==> config.mk <==
export PLATFORM = sky130hd
export DESIGN_NAME = timer_irq_dev
export DESIGN_NICKNAME = d
export VERILOG_FILES = /design/src/rtl/timer_irq_dev.sv
export SDC_FILE = /design/constraint.sdc
export NUM_CORES = 1
export LEC_CHECK = 0
export CAP_MARGIN = 5
export CORE_MARGIN = 3
export CORE_UTILIZATION = 35
export DETAILED_ROUTE_END_ITERATION = 6
export SYNTH_ARGS = -nofsm -noshare
export SYNTH_HDL_FRONTEND = slang
export SYNTH_SLANG_ARGS = --single-unit
export TNS_END_PERCENT = 5
==> constraint.sdc <==
create_clock -name clk -period 2.1 [get_ports clk]
set_input_delay 0.42 -clock clk [delete_from_list [all_inputs] [get_ports clk]]
set_output_delay 0.42 -clock clk [all_outputs]
set_load 0.02 [all_outputs]
==> src/rtl/timer_irq_dev.sv <==
// timer_irq_dev: 32-bit down-counting bus timer with one interrupt line to CP0.
// Registers (word select Addr): 0 = CTRL {IM, Mode[1:0], Enable}, 1 = PRESET,
// 2 = COUNT (read-only), 3 = unused.
// Optional feature macro: TIMER_AUTORELOAD_EN. When it is defined, Mode 01
// reloads PRESET after every expiry and fires periodically. When it is not
// defined, every mode behaves as one-shot.
module timer_irq_dev (
    input  logic        clk,
    input  logic        reset,
    input  logic [1:0]  Addr,
    input  logic        We,
    input  logic [31:0] DIn,
    output logic [31:0] DOut,
    output logic        IRQ
);

    typedef enum logic [1:0] {
        IDLE = 2'd0,
        LOAD = 2'd1,
        CNT  = 2'd2,
        INT  = 2'd3
    } state_t;

    localparam logic [1:0] ADDR_CTRL   = 2'd0;
    localparam logic [1:0] ADDR_PRESET = 2'd1;
    localparam logic [1:0] ADDR_COUNT  = 2'd2;

    state_t      state;
    state_t      state_next;

    logic [3:0]  ctrl;
    logic [31:0] preset;
    logic [31:0] count;
    logic        irq_pend;

    logic [3:0]  ctrl_next;
    logic [31:0] preset_next;
    logic [31:0] count_next;
    logic        irq_pend_next;

    logic        ctrl_we;
    logic        preset_we;
    logic        enable;
    logic        count_done;
    logic        expire;
    logic        auto_reload;

    assign ctrl_we    = We && (Addr == ADDR_CTRL);
    assign preset_we  = We && (Addr == ADDR_PRESET);
    assign enable     = ctrl[0];

    // A count of 0 or 1 both end the run, so a preset of 0 acts like 1.
    assign count_done = (count <= 32'd1);
    assign expire     = (state == CNT) && enable && count_done;

`ifdef TIMER_AUTORELOAD_EN
    assign auto_reload = (ctrl[2:1] == 2'b01);
`else
    assign auto_reload = 1'b0;
`endif

    // State and register file update; a synchronous reset clears everything at once.
    always_ff @(posedge clk) begin
        if (reset) begin
            state    <= IDLE;
            ctrl     <= 4'd0;
            preset   <= 32'd0;
            count    <= 32'd0;
            irq_pend <= 1'b0;
        end else begin
            state    <= state_next;
            ctrl     <= ctrl_next;
            preset   <= preset_next;
            count    <= count_next;
            irq_pend <= irq_pend_next;
        end
    end

    // Next-state logic: INT always leaves to LOAD or IDLE based on the stored mode,
    // even if software clears Enable in that same cycle.
    always_comb begin
        state_next = state;
        case (state)
            IDLE: begin
                if (enable) begin
                    state_next = LOAD;
                end
            end
            LOAD: begin
                state_next = CNT;
            end
            CNT: begin
                if (!enable) begin
                    state_next = IDLE;
                end else if (count_done) begin
                    state_next = INT;
                end
            end
            INT: begin
                state_next = auto_reload ? LOAD : IDLE;
            end
            default: begin
                state_next = IDLE;
            end
        endcase
    end

    // Register next values: FSM actions first, then bus writes override them, and
    // an expiry in the same cycle as an acknowledge still leaves the interrupt pending.
    always_comb begin
        ctrl_next     = ctrl;
        preset_next   = preset;
        count_next    = count;
        irq_pend_next = irq_pend;

        case (state)
            LOAD: begin
                count_next = preset;
            end
            CNT: begin
                if (enable) begin
                    count_next = count_done ? 32'd0 : (count - 32'd1);
                end
            end
            INT: begin
                if (auto_reload) begin
                    irq_pend_next = 1'b0;
                end else begin
                    ctrl_next[0] = 1'b0;
                end
            end
            default: begin
            end
        endcase

        if (ctrl_we) begin
            ctrl_next     = DIn[3:0];
            irq_pend_next = 1'b0;
        end

        if (preset_we) begin
            preset_next   = DIn;
            irq_pend_next = 1'b0;
        end

        if (expire) begin
            irq_pend_next = 1'b1;
        end
    end

    // Bus read mux and the masked interrupt level.
    always_comb begin
        DOut = 32'd0;
        case (Addr)
            ADDR_CTRL:   DOut = {28'd0, ctrl};
            ADDR_PRESET: DOut = preset;
            ADDR_COUNT:  DOut = count;
            default:     DOut = 32'd0;
        endcase
        IRQ = irq_pend & ctrl[3];
    end

endmodule

==> results.toml <==
[run_status]
status = "finished with violations"
violations = "negative setup slack"

[global_route]
grt_remaining_overflow = 0
grt_usage_pct = 20.32
grt_max_degree = 33
grt_antenna_before_repair = 0
grt_pass1_wl_um = 21580
first_global_vias = 4374

[floorplan]
die_h_um = 114.3
die_w_um = 114.3
die_area_um2 = 13070
core_um2 = 11170
std_cell_rows = 38
boundaryPins = 70
start_util_pct = 36.76

[placement]
place_area_um2 = 5283
place_hpwl_um = 9072
numPortBuffers = 69
place_congestion = 0.8454
dp.cells = 773

[synth]
synth_nets = 587
ys_seq_area_share_pct = 34.60
synthSimpleGateAreaFrac_pct = 25.19
synth_mux_area_share_pct = 2.680
synth_top_family_by_area = "compound AO/OA/AOI/OAI gates"
synth.avg_cell_area_um2 = 7.496
yosys.area_share.adder_pct = 0.6092
synth_xor_area_share_pct = 0.2132
netlist.area_leader.share_pct = 34.60
netlist_area_um2 = 4108
synth-seq-cells = 71
synth_compound_area_share_pct = 30.37
synth_cells = 548
synth_top_cell_by_area = "dfxtp_1"
ys_warn_count = 0
yosysUniqueCellTypes = 48
synth_top_cells_by_area = "dfxtp_1, nand2_1, a21oi_1, a22o_1, o21ai_0"

[detailed_routing]
wl_um = 13210
drt_iter0_drc = 269
drt-wirelength-per-cell_um = 16.69
dr.pass1.iters = 5
viasPerCell = 5.661
ant_nets = 0
drc = 0
vias = 4478

[sta]
min_period_ps = 2127
hold_viol_final = 0
fin_crit_sh_pct = 101.3
final_max_slew_viol_count = 0
worst_slew_pin_slew_ps = 449.9
fmax_mhz = 470.2
slew_headroom_pct = 70.01
setup_violations = 3
setup_ws_ps = -26.57
clock-skew-final_ps = 6.207
rsz0062_at_grt = "yes"

[cts]
clock-root-buffer = "clkbuf_16"
cts_made_buffers = 9
clk_latency_ps = 340
clkTransAtPathRegs_ps = 60
h-tree-depth = 3
cts_sinks = 71
tritoncts = "yes"
cts_buffer_depth = 2
cts_hold_buf = 0

[power]
total_power_mw = 4.061
leakage_nw = 2.215
peakVddDrop_uv = 414.8
p_per_area_nw_per_um2 = 701.8

[layout]
regArea_um2 = 1421
syn2layout_area_growth_pct = 40.85
fin_area_um2 = 5786
nets = 685
drive_above_1_share_pct = 23.66
nFillCells = 1039
diodes = 0
fin_cells = 791
final_util_pct = 51.78
multi_input_area_um2 = 2572

[worst_setup_path]
crit_buf_inv = 2
crit_path_max_incr_delay_ps = 530
worstPathRequired_ps = 2320
cp_cell_sequence = "or4_1, buf_4, nor4_4, a31oi_2, buf_4, a31oi_1, o32ai_1"
worstSetupEndpointType = "flip-flop"
crit_slowest_cell = "or4_1"
worstPathArrival_ps = 2340
cp_max_fo = 7
cp_top_family = "simple AND/OR/NAND/NOR gates"
cp-start-kind = "flip-flop"
critPathKind = "flip-flop to flip-flop"
crit_path_frequent_cell = "buf_4"

[min_path]
hp-class = "input port to flip-flop"

[job]
drv_cap = 0
## power breakdown
part	internal (mW)	switching, mW	leakage [nW]
registers	1.38	0.0353	0.575
logic	0.347	0.397	1.46
clock network	1.28	0.614	0.176
## kinds of logic (layout without fill, tap and decap cells)
group,count (synthesis),in the layout
AO/OA/AOI/OAI,193,193
XOR/XNOR,1,1
adder cells (fa/ha/maj),2,2
buffers and inverters,62,164
flip-flops,71,71
multiplexers,11,11
AND/OR/NAND/NOR,208,209
## cell usage in the layout, fill, tap and decap left out, drive strengths merged, types with 6 or more instances in the layout
cell type	count
nand3	7
nand2b	6
o31ai	6
a211oi	25
nor2	39
nand4	7
clkdlybuf4s15	18
dfxtp	71
clkbuf	9
o21ai	46
or4	10
nor3	10
mux2i	11
a221oi	6
a21oi	62
buf	83
inv	11
clkdlybuf4s50	34
nor4	14
a22o	28
nand2	97
## layout make-up
type                       instances  area share (%)
inverter                          11          0.7137
multi-input combinational        416           44.46
clock buffer                       9           3.893
clock inverter                     7           2.509
timing repair buffer             137           20.83
tap                              140           3.028
sequential                        71           24.57
## worst reg2reg max path: stages, from the launching register on
cell,delay (ps)
dfxtp_1,310
or4_1,530
buf_4,200
nor4_4,320
a31oi_2,170
buf_4,200
a31oi_1,190
o32ai_1,100
## state kept, by name (all words and copies together), names as in the netlist
| signal | count |
|---|---|
| irq_pend | 1 |
| ctrl | 4 |
| preset | 32 |
| count | 32 |
| state | 2 |
## cell usage after synthesis (all sizes together)
master,count
clkbuf,42
mux2i,11
o31a,4
o32ai,2
a22o,28
nor2,39
o21a,2
nand2b,6
nor4,14
a221oi,6
a22oi,1
a31oi,3
o21bai,1
nand4,7
xor2,1
o211ai,1
nor3,10
a21oi,62
nor3b,1
dfxtp,71
o31ai,6
or4,9
buf,9
or2,2
nand3b,2
a211oi,25
nand3,7
and3b,2
inv,11
nor2b,3
or3,5
ha,2
or3b,1
nand2,97
o21ai,46
o41ai,5
and2,2
a2bb2oi,1
nand4b,1
## metal layers
layer	global-route usage (%)	vias up	share of wire [%]
met1	26.46	2121	44
li1	-	2197	-
met4	7.918	0	1.7
met5	0	-	0
met3	2.696	17	5.2
met2	34.11	143	49
## stage by stage
step	setup TNS [ps]	hold slack, ps	setup slack, ps
2_1_floorplan	-2133	446.4	-159.6
3_3_place_gp	-15200	462.7	-526.5
3_5_place_dp	-15690	462.4	-556.3
4_1_cts	-29.02	425.9	-17.76
5_1_grt	-423.3	459.8	-72.88
6_report	-57.40	431.3	-26.57
## path summary, 6_finish.rpt
check	end	depth (start not counted)	slack, ps	start
worst max-delay path	count[13]	7	-30	count[4]
worst min register to register	preset[23]	2	470	preset[23]
worst min-delay path	state[1]	2	430	reset
worst max register to register	count[13]	7	-30	count[4]
## timing repair
action / CTS / global route
resized for setup: 130 / 22
cloned: 0 / 2
pin swaps: 0 / 9
setup buffers: 0 / 0
setup endpoints to repair: 36 / 23
(Power assumes the default switching activity.)
